[config.mk]
export PLATFORM = sky130hd
export DESIGN_NAME = shift_operand_sequencer_flat
export DESIGN_NICKNAME = d
export VERILOG_FILES = /design/src/rtl/shift_operand_sequencer_if.sv /design/src/rtl/shift_operand_sequencer.sv /design/src/flat_wrapper.sv
export SDC_FILE = /design/constraint.sdc
export NUM_CORES = 1
export LEC_CHECK = 0
export CAP_MARGIN = 40
export CORE_MARGIN = 8
export CORE_UTILIZATION = 35
export DETAILED_ROUTE_END_ITERATION = 10
export SLEW_MARGIN = 20
export SYNTH_ARGS = -nofsm -noshare
export SYNTH_HDL_FRONTEND = slang
export SYNTH_SLANG_ARGS = --single-unit
[constraint.sdc]
create_clock -name clk -period 3.38 [get_ports clk]
set_input_delay 0.676 -clock clk [delete_from_list [all_inputs] [get_ports clk]]
set_output_delay 0.676 -clock clk [all_outputs]
set_load 0.005 [all_outputs]
[src/rtl/shift_operand_sequencer_if.sv]
// Handshake and register-file bundle for the operand-2 shift sequencer.
// The slave modport is the sequencer's view; the master modport is its environment.
interface shift_operand_sequencer_if;
  logic        in_valid;
  logic        in_ready;
  logic [7:0]  shift_field;
  logic [31:0] rm_value;
  logic        carry_in;
  logic        rf_req;
  logic [3:0]  rf_addr;
  logic        rf_gnt;
  logic [31:0] rf_data;
  logic        out_valid;
  logic        out_ready;
  logic [31:0] result;
  logic        carry_out;

  modport master (
    output in_valid, shift_field, rm_value, carry_in, rf_gnt, rf_data, out_ready,
    input  in_ready, rf_req, rf_addr, out_valid, result, carry_out
  );

  modport slave (
    input  in_valid, shift_field, rm_value, carry_in, rf_gnt, rf_data, out_ready,
    output in_ready, rf_req, rf_addr, out_valid, result, carry_out
  );
endinterface

[src/rtl/shift_operand_sequencer.sv]
// Multi-cycle operand-2 shifter: optional Rs fetch over a shared register-file port,
// then an iterative shift of up to STEP bits per cycle, result over valid/ready.
module shift_operand_sequencer #(
  parameter int unsigned STEP = 8
) (
  input logic                      clk,
  input logic                      reset,
  shift_operand_sequencer_if.slave bus
);

  typedef enum logic [1:0] {StIdle, StRsReq, StCalc, StDone} state_e;

  localparam logic [1:0] TyLsl = 2'b00;
  localparam logic [1:0] TyLsr = 2'b01;
  localparam logic [1:0] TyAsr = 2'b10;
  localparam logic [1:0] TyRor = 2'b11;
  localparam logic [5:0] StepW = 6'(STEP);

  typedef struct packed {
    logic [5:0] rem;
    logic       rrx;
    logic       carry;
  } setup_t;

  state_e      state_q, state_d;
  logic [31:0] result_q, result_d;
  logic        carry_q, carry_d;
  logic [1:0]  type_q, type_d;
  logic [3:0]  rs_q, rs_d;
  logic [5:0]  rem_q, rem_d;
  logic        rrx_q, rrx_d;

  logic [5:0]  k;
  logic [63:0] wide;
  logic [31:0] shifted;
  logic        shift_carry;
  setup_t      setup;
  logic        unused_rf_data;

  assign unused_rf_data = ^bus.rf_data[31:8];

  // Translate the raw amount into a remaining-bit count plus the special-case carries.
  function automatic setup_t calc_setup(input logic reg_form, input logic [1:0] typ,
                                        input logic [7:0] amt, input logic rm_msb,
                                        input logic c);
    setup_t s;
    s.rem   = 6'd0;
    s.rrx   = 1'b0;
    s.carry = c;
    if (!reg_form) begin
      if (amt[4:0] == 5'd0) begin
        unique case (typ)
          TyLsl:        s.rem = 6'd0;
          TyLsr, TyAsr: s.rem = 6'd32;
          TyRor:        s.rrx = 1'b1;
        endcase
      end else begin
        s.rem = {1'b0, amt[4:0]};
      end
    end else if (amt != 8'd0) begin
      unique case (typ)
        TyLsl, TyLsr: s.rem = (amt > 8'd32) ? 6'd33 : amt[5:0];
        TyAsr:        s.rem = (amt > 8'd32) ? 6'd32 : amt[5:0];
        TyRor: begin
          if (amt[4:0] == 5'd0) s.carry = rm_msb;
          else                  s.rem   = {1'b0, amt[4:0]};
        end
      endcase
    end
    return s;
  endfunction

  assign k = (rem_q > StepW) ? StepW : rem_q;

  // One step of the shift; the carry is the last bit to fall off the end.
  always_comb begin
    wide        = 64'd0;
    shifted     = result_q;
    shift_carry = carry_q;
    unique case (type_q)
      TyLsl: begin
        wide        = {32'd0, result_q} << k;
        shifted     = wide[31:0];
        shift_carry = wide[32];
      end
      TyLsr: begin
        wide        = {result_q, 32'd0} >> k;
        shifted     = wide[63:32];
        shift_carry = wide[31];
      end
      TyAsr: begin
        wide        = $signed({result_q, 32'd0}) >>> k;
        shifted     = wide[63:32];
        shift_carry = wide[31];
      end
      TyRor: begin
        wide        = {result_q, result_q} >> k;
        shifted     = wide[31:0];
        shift_carry = wide[31];
      end
    endcase
  end

  always_comb begin
    state_d  = state_q;
    result_d = result_q;
    carry_d  = carry_q;
    type_d   = type_q;
    rs_d     = rs_q;
    rem_d    = rem_q;
    rrx_d    = rrx_q;
    setup    = '0;
    unique case (state_q)
      StIdle: begin
        if (bus.in_valid) begin
          result_d = bus.rm_value;
          carry_d  = bus.carry_in;
          type_d   = bus.shift_field[2:1];
          rs_d     = bus.shift_field[7:4];
          rrx_d    = 1'b0;
          rem_d    = 6'd0;
          if (bus.shift_field[0]) begin
            state_d = StRsReq;
          end else begin
            setup   = calc_setup(1'b0, bus.shift_field[2:1], {3'd0, bus.shift_field[7:3]},
                                 bus.rm_value[31], bus.carry_in);
            rem_d   = setup.rem;
            rrx_d   = setup.rrx;
            carry_d = setup.carry;
            state_d = StCalc;
          end
        end
      end
      StRsReq: begin
        if (bus.rf_gnt) begin
          setup   = calc_setup(1'b1, type_q, bus.rf_data[7:0], result_q[31], carry_q);
          rem_d   = setup.rem;
          rrx_d   = setup.rrx;
          carry_d = setup.carry;
          state_d = StCalc;
        end
      end
      StCalc: begin
        if (rrx_q) begin
          result_d = {carry_q, result_q[31:1]};
          carry_d  = result_q[0];
          rrx_d    = 1'b0;
        end else if (rem_q != 6'd0) begin
          result_d = shifted;
          carry_d  = shift_carry;
          rem_d    = rem_q - k;
        end
        // A zero count still spends this one cycle here.
        if (rem_q == k) state_d = StDone;
      end
      StDone: begin
        if (bus.out_ready) state_d = StIdle;
      end
    endcase
  end

  always_ff @(posedge clk or posedge reset) begin
    if (reset) begin
      state_q  <= StIdle;
      result_q <= 32'd0;
      carry_q  <= 1'b0;
      type_q   <= 2'd0;
      rs_q     <= 4'd0;
      rem_q    <= 6'd0;
      rrx_q    <= 1'b0;
    end else begin
      state_q  <= state_d;
      result_q <= result_d;
      carry_q  <= carry_d;
      type_q   <= type_d;
      rs_q     <= rs_d;
      rem_q    <= rem_d;
      rrx_q    <= rrx_d;
    end
  end

  assign bus.in_ready  = (state_q == StIdle) && !reset;
  assign bus.rf_req    = (state_q == StRsReq);
  assign bus.rf_addr   = (state_q == StRsReq) ? rs_q : 4'd0;
  assign bus.out_valid = (state_q == StDone);
  assign bus.result    = result_q;
  assign bus.carry_out = carry_q;

endmodule

[src/flat_wrapper.sv]
// flat-port wrapper written by rule: the top's interface ports become plain ports
module shift_operand_sequencer_flat 
#(
  parameter int unsigned STEP = 8
)
  (clk, reset, bus_in_valid, bus_shift_field, bus_rm_value, bus_carry_in, bus_rf_gnt, bus_rf_data, bus_out_ready, bus_in_ready, bus_rf_req, bus_rf_addr, bus_out_valid, bus_result, bus_carry_out);
  shift_operand_sequencer_if bus_i ();
  input logic clk;
  input logic reset;
  input wire logic [$bits(bus_i.in_valid)-1:0] bus_in_valid;
  input wire logic [$bits(bus_i.shift_field)-1:0] bus_shift_field;
  input wire logic [$bits(bus_i.rm_value)-1:0] bus_rm_value;
  input wire logic [$bits(bus_i.carry_in)-1:0] bus_carry_in;
  input wire logic [$bits(bus_i.rf_gnt)-1:0] bus_rf_gnt;
  input wire logic [$bits(bus_i.rf_data)-1:0] bus_rf_data;
  input wire logic [$bits(bus_i.out_ready)-1:0] bus_out_ready;
  output wire logic [$bits(bus_i.in_ready)-1:0] bus_in_ready;
  output wire logic [$bits(bus_i.rf_req)-1:0] bus_rf_req;
  output wire logic [$bits(bus_i.rf_addr)-1:0] bus_rf_addr;
  output wire logic [$bits(bus_i.out_valid)-1:0] bus_out_valid;
  output wire logic [$bits(bus_i.result)-1:0] bus_result;
  output wire logic [$bits(bus_i.carry_out)-1:0] bus_carry_out;
  assign bus_i.in_valid = bus_in_valid;
  assign bus_i.shift_field = bus_shift_field;
  assign bus_i.rm_value = bus_rm_value;
  assign bus_i.carry_in = bus_carry_in;
  assign bus_i.rf_gnt = bus_rf_gnt;
  assign bus_i.rf_data = bus_rf_data;
  assign bus_i.out_ready = bus_out_ready;
  assign bus_in_ready = bus_i.in_ready;
  assign bus_rf_req = bus_i.rf_req;
  assign bus_rf_addr = bus_i.rf_addr;
  assign bus_out_valid = bus_i.out_valid;
  assign bus_result = bus_i.result;
  assign bus_carry_out = bus_i.carry_out;
  shift_operand_sequencer #(.STEP(STEP)) u_core (.clk(clk), .reset(reset), .bus(bus_i));
endmodule
==> results of run 1 <==
per-layer routing:
layer,part of all wire,track usage,vias up,wire (µm)
met5,0,0,-,0
met4,0.046,0.113,0,1580
met3,0.11,0.0555,120,3760
met2,0.43,0.375,613,14800
met1,0.41,0.352,4131,13900
li1,-,-,3815,-
cell type report:
| class | instances | share of cell area |
|---|---|---|
| flip-flops and latches | 48 | 0.136 |
| clock inverters | 1 | 0.00340 |
| diodes | 1 | 0.000283 |
| repair buffers | 151 | 0.164 |
| inverters | 24 | 0.0102 |
| well taps | 275 | 0.0389 |
| multi-input cells | 790 | 0.629 |
| clock buffers | 7 | 0.0173 |
logic make-up after synthesis:
logic type               Yosys count  synth area share
other                              1          0.000507
buffers and inverters            153            0.0882
AO/OA/AOI/OAI                    335             0.302
adder cells (fa/ha/maj)            6            0.0102
multiplexers                     145             0.237
flip-flops                        48             0.163
AND/OR/NAND/NOR                  303             0.199
state kept, by name, indices dropped and copies added (netlist names):
register and flops:
u_core.rs_q 4, u_core.bus.result 32, u_core.rrx_q 1, u_core.type_q 2
u_core.rem_q 6, u_core.bus.carry_out 1, u_core.state_q 2
per-stage QoR:
stage	setup slack (ns)	instances	total power, W	hold WS, ns	area [µm²]
2_1_floorplan	0.870	991	0.00738	0.471	7390
4_1_cts	0.324	1296	0.0114	0.508	8840
3_3_place_gp	0.290	1288	0.0106	0.486	8650
6_report	0.289	1297	0.0117	0.513	8840
5_1_grt	0.107	1296	0.0123	0.527	8840
3_5_place_dp	0.248	1288	0.0106	0.491	8650
worst min-delay path by stage:
stage               depth (start not counted)  slack, ns                       start                    endpoint
detailed placement                          1       0.49  u_core.rs_q[3]$_DFFE_PP0P_  u_core.rs_q[3]$_DFFE_PP0P_
global placement                            1       0.49  u_core.rs_q[3]$_DFFE_PP0P_  u_core.rs_q[3]$_DFFE_PP0P_
global route                                1       0.53  u_core.rs_q[3]$_DFFE_PP0P_  u_core.rs_q[3]$_DFFE_PP0P_
finish                                      1       0.51  u_core.rs_q[1]$_DFFE_PP0P_  u_core.rs_q[1]$_DFFE_PP0P_
CTS                                         1       0.51  u_core.rs_q[3]$_DFFE_PP0P_  u_core.rs_q[3]$_DFFE_PP0P_
floorplan                                   1       0.47  u_core.rs_q[3]$_DFFE_PP0P_  u_core.rs_q[3]$_DFFE_PP0P_
synthesized netlist by cell type, drive strengths merged, types with 4 or more instances:
library cell,instances
buf,42
o221ai,7
nand2,93
and2,11
a2111oi,8
o31ai,12
a31oi,18
a211oi,16
ha,6
o211ai,23
or4,5
nor4b,5
inv,24
nor2b,6
o311ai,4
or3,14
nor2,74
a221oi,13
nand2b,6
mux4,22
mux2,20
o22ai,7
a21oi,90
a311oi,8
nor4,7
a21o,6
nand3,23
a211o,6
clkbuf,87
mux2i,103
dfrtp,48
a221o,4
o2111ai,6
and3,23
nor3,24
o21ai,71
power breakdown:
group          internal (W)  switching, W  leakage (nW)
Clock              0.000391      0.000261        0.0901
Combinational       0.00378       0.00540          2.86
Sequential         0.000862      0.000960         0.576
==> summary.md, run 1 <==
| Metric | Value |
|---|---|
| Most common cell after layout, fill and taps aside | `mux2i_1` |
| Routed Antenna Nets | `0` |
| Top-level I/O count | `118` |
| Drt total wl | `34100 µm` |
| Setup TNS | `0 ns` |
| Number of global-route vias before repair | `approximately 8300` |
| Most frequent cells in the layout | `mux2i_1, nand2_1, clkdlybuf4s50_1, a21oi_1, nor2_1` |
| Worst hold path class | `flip-flop to flip-flop` |
| Pwr dens | `between 1000 and 1500 nW/µm²` |
| Total track usage | `0.256` |
| CP arrival | `3.32 ns` |
| Initial DRC Count | `1273` |
| Cells along the critical path | `or4b_2, buf_4, mux2i_1, mux4_2, a211oi_1, a2111oi_0, a21oi_1` |
| Fillers | `2146` |
| Post-CTS Setup Inserts | `0` |
| Number of stages on the worst setup path | `7` |
| Worst-margin pin slew | `about 0.85 ns` |
| Worst R2R Start | `u_core.rem_q[4]$_DFFE_PP0P_` |
| Fin crit share | `0.915` |
| Row count | `53` |
| Synth async-reset ratio | `1.00` |
| Yosys top cell area share | `0.163` |
| Fin crit period | `about 3 ns` |
| Pins over their slew limit | `0` |
| Die area | `around 26000 µm²` |
| Cell variety after synth | `69` |
| Multi-input gate area | `5560 µm²` |
| Clk_skew | `0.00865 ns` |
| Initial antenna violation count | `2` |
| Sequential Area | `1200 µm²` |
| Post-synth EDFFs | `0` |
| Post-Syn Area | `7390 µm²` |
| Leakage | `3.53 nW` |
| Die width | `161 µm` |
| Clk pin slew, worst setup/hold paths | `roughly 0.08 ns` |
| Net Count, Synth | `around 1100` |
| TritonCTS sink count | `48` |
| Detailed Routing Iterations Pass 1 | `5` |
| Critical path startpoint | `u_core.rem_q[4]$_DFFE_PP0P_` |
| Total congestion overflow | `0` |
| Crit end category | `flip-flop` |
| Slowest cell on crit path | `or4b_2` |
| Worst vdd ir | `0.000479 V` |
| Cts bufs inserted | `5` |
| R2r endpoint | `u_core.bus.result[15]$_DFFE_PP0P_` |
| Crit path max fanout | `14` |
| Register area share after synthesis | `0.163` |
| Detailed-route DRC error count | `0` |
| CP startpoint kind | `flip-flop` |
| CP bufs+invs | `1` |
| Layout cells sized above 1 | `0.125` |
| WL/cell | `26.3 µm` |
| Layout Nets | `between 1000 and 1500` |
| First-pass GRT wire length | `52400 µm` |
| Register bit total from synthesis | `48` |
| Vias | `8679` |
| WP data required | `3.61 ns` |
| Reg2reg path depth | `7` |
| Final hold violations | `0` |
| Crit path max-delay family | `simple AND/OR/NAND/NOR gates` |
| Clock Tree Buf Depth | `2` |
| Worst-Skew Late Latency | `0.31 ns` |
| Most area-consuming cells after synthesis | `dfrtp_1, mux2i_1, mux4_2, a21oi_1, o21ai_0` |
| Status | `complete, no violations` |
| Final setup fails | `0` |
| Worst setup path category | `flip-flop to flip-flop` |
| GPL Wtd Cong | `~0.96` |
| DPL Wire Length | `about 24000 µm` |
| Root Driver | `clkbuf_16` |
| Max incr delay on CP | `0.98 ns` |
| Avg Cell Area, Syn | `7.46 µm²` |
| IO Port Bufs | `93` |
| Utilization after layout | `0.423` |
| Cell taking the most area after synthesis | `dfrtp_1` |
| Synth-to-Final Area Change | `19.6%` |
| Slack of the worst reg-to-reg path | `roughly 0.29 ns` |
| Worst setup path endpoint | `u_core.bus.result[15]$_DFFE_PP0P_` |
| Die Y-Extent | `approximately 160 µm` |
| F_max | `323 MHz` |
| Post-CTS resize count | `0` |
| # hold bufs at CTS | `0` |
| Slew HR | `0.430` |
| Vias per inst | `approximately 6.7` |
| Max cap viols | `0` |
| Core ar. | `20900 µm²` |
| CTS tree | `yes` |
| Initial Utilization | `0.354` |
| Post-Synthesis Cells | `991` |
| Htree depth | `2` |
| Largest net degree at the start of global routing | `62` |
| RSZ-0062 raised after global routing | `no` |
| Yosys warnings | `0` |
| Top_reg_cell synth | `dfrtp_1` |
Note: power is estimated with default switching activity, not from simulation.
==> run 2: changes to the inputs <==
Settings changed: GPL_TIMING_DRIVEN from default to 0.
==> run 2 against run 1 <==
  * The run now ends with negative setup slack left
  * First-iteration DRC count increased by 30%
  * Largest cell class unchanged
  * Final cell count grew 7.0%
  * Critical endpoint is now u_core.bus.result[18]$_DFFE_PP0P_
  * Global-route usage is 13 points higher
  * Core utilization grew 1.5 points
==> summary.md, run 2 (synthesized netlist as in run 1, its figures left out) <==
| Metric | Value |
|---|---|
| Status | `finished, violations left` |
| Failing checks | `negative setup slack` |
| Final hold violations | `0 (unchanged)` |
| WP data required | `3.64 ns (+0.03 ns)` |
| Pins over their slew limit | `0 (unchanged)` |
| Final setup fails | `5 (+5)` |
| Crit path max fanout | `10 (-4)` |
| WL/cell | `37.4 µm (+42%)` |
| Setup WS post-layout | `-0.0686 ns (-0.357 ns)` |
| CP startpoint kind | `flip-flop` |
| CP arrival | `3.71 ns (+0.39 ns)` |
| Cts bufs inserted | `5 (unchanged)` |
| Worst setup path category | `flip-flop to flip-flop` |
| TritonCTS sink count | `48 (unchanged)` |
| Drt total wl | `51900 µm (+52%)` |
| Htree depth | `2 (unchanged)` |
| Place WS | `-0.483 ns (-0.731 ns)` |
| Die Y-Extent | `161 µm (unchanged)` |
| Utilization after layout | `0.438 (+0.0150)` |
| Slowest cell on crit path | `buf_1` |
| Worst-margin pin slew | `0.937 ns (+0.0827 ns)` |
| Worst-Skew Late Latency | `0.32 ns (about the same)` |
| Fin crit period | `3.45 ns (+0.357 ns)` |
| Most common cell after layout, fill and taps aside | `mux2i_1` |
| Crit path max-delay family | `buffers and inverters` |
| Most frequent cells in the layout | `mux2i_1, clkdlybuf4s50_1, nand2_1, a21oi_1, clkbuf_1` |
| Vias per inst | `7.26 (+8.5%)` |
| Detailed-route DRC error count | `0 (unchanged)` |
| Detailed Routing Iterations Pass 1 | `7 (+2)` |
| DPL Wire Length | `37800 µm (+59%)` |
| Core ar. | `20900 µm² (unchanged)` |
| Die width | `161 µm (unchanged)` |
| Max cap viols | `0 (unchanged)` |
| Row count | `53 (unchanged)` |
| Clk_skew | `0.0105 ns (+0.00188 ns)` |
| Crit end category | `flip-flop` |
| # hold bufs at CTS | `0 (unchanged)` |
| Initial DRC Count | `1656 (+30%)` |
| Top-level I/O count | `118 (unchanged)` |
| Total congestion overflow | `0 (unchanged)` |
| Initial antenna violation count | `2 (unchanged)` |
| Root Driver | `clkbuf_16` |
| Vias | `10077 (+16%)` |
| Fin crit share | `1.02 (+0.106)` |
| Routed Antenna Nets | `0 (unchanged)` |
| Layout Nets | `1195 (+8.2%)` |
| Max FFs per register | `32 (unchanged)` |
| IO Port Bufs | `93 (unchanged)` |
| F_max | `290 MHz (-10%)` |
| Clock Tree Buf Depth | `2 (unchanged)` |
| RSZ-0062 raised after global routing | `no` |
| Post-CTS Setup Inserts | `0 (unchanged)` |
| Max incr delay on CP | `0.58 ns (-0.40 ns)` |
| Layout cells sized above 1 | `0.128 (+0.00233)` |
| GPL Wtd Cong | `1.06 (+9.5%)` |
| Slew HR | `0.367 (-0.0631)` |
| Synth-to-Final Area Change | `23.9%` |
| CTS tree | `yes` |
| CP bufs+invs | `4 (+3)` |
| Cell area after layout | `9150 µm² (+3.6%)` |
| Largest net degree at the start of global routing | `49 (-21%)` |
| Top cell by count, worst path | `o21ai_0` |
| Total track usage | `0.385 (+0.130)` |
| Placed cell areas | `8820 µm² (+1.9%)` |
| Worst hold path class | `flip-flop to flip-flop` |
| Cells along the critical path | `clkbuf_4, clkbuf_2, buf_1, buf_6, nand3_1, o2111ai_1, o21ai_0, o21ai_0, a211o_1` |
| Initial Utilization | `0.354 (unchanged)` |
| Clk pin slew, worst setup/hold paths | `0.08 ns (about the same)` |
| Die area | `26000 µm² (unchanged)` |
| First-pass GRT wire length | `72500 µm (+38%)` |
| Number of global-route vias before repair | `9624 (+16%)` |
==> run 2: cell types whose count changed in the layout (fill, tap and decap cells not counted), moves of 3 or more <==
cell	change
clkbuf_4	+5
buf_1	+3
buf_12	-7
buf_8	+4
clkbuf_2	+15
buf_2	+25
buf_4	-47
clkbuf_1	+75
buf_6	+18
==> run 2: final timing paths <==
check                           slack [ns]                   startpoint                                 to  cells after the start
worst max-delay path                 -0.07  u_core.rem_q[1]$_DFFE_PP0P_  u_core.bus.result[18]$_DFFE_PP0P_                      9
worst min-delay path                  0.51   u_core.rs_q[3]$_DFFE_PP0P_         u_core.rs_q[3]$_DFFE_PP0P_                      1
worst max register to register       -0.07  u_core.rem_q[1]$_DFFE_PP0P_  u_core.bus.result[18]$_DFFE_PP0P_                      9
worst min register to register        0.51   u_core.rs_q[3]$_DFFE_PP0P_         u_core.rs_q[3]$_DFFE_PP0P_                      1
max in group asynchronous             2.06                        reset   u_core.bus.result[9]$_DFFE_PP0P_                      2
min in group asynchronous             0.86                        reset         u_core.rs_q[3]$_DFFE_PP0P_                      2
==> run 2: through the flow <==
step                hold slack, ns  TNS [ns]  cells
finish                       0.507    -0.163   1388
global route                 0.529         0   1387
CTS                          0.503         0   1380
detailed placement           0.488     -9.22   1372
global placement             0.479    -18.31   1359
floorplan                    0.471         0    991
==> run 2: final cells by class <==
cell class / instances / area, µm²
fill: 2188 / 11700
multi-input combinational: 790 / 5590
sequential: 48 / 1200
timing repair buffer: 113 / 1150
buffer: 129 / 599
tap: 275 / 344
clock buffer: 5 / 125
inverter: 24 / 92.6
clock inverter: 3 / 46.3
antenna: 1 / 2.50
==> run 2: layer usage <==
layer | track usage | share of wire | up-vias
met5 | 0 | 0 | -
met4 | 0.228 | 0.080 | 0
met3 | 0.137 | 0.14 | 272
met2 | 0.542 | 0.40 | 1002
met1 | 0.496 | 0.38 | 4816
li1 | - | - | 3987
==> run 2: timing repair <==
action                                  CTS  global route
gates resized for setup                  14            25
endpoints found under the setup margin   30            26
pin swaps                                 0             1
Power of run 2 is not shown: default switching activity piles up to over one toggle a cycle in this logic, so the estimate is an artifact.
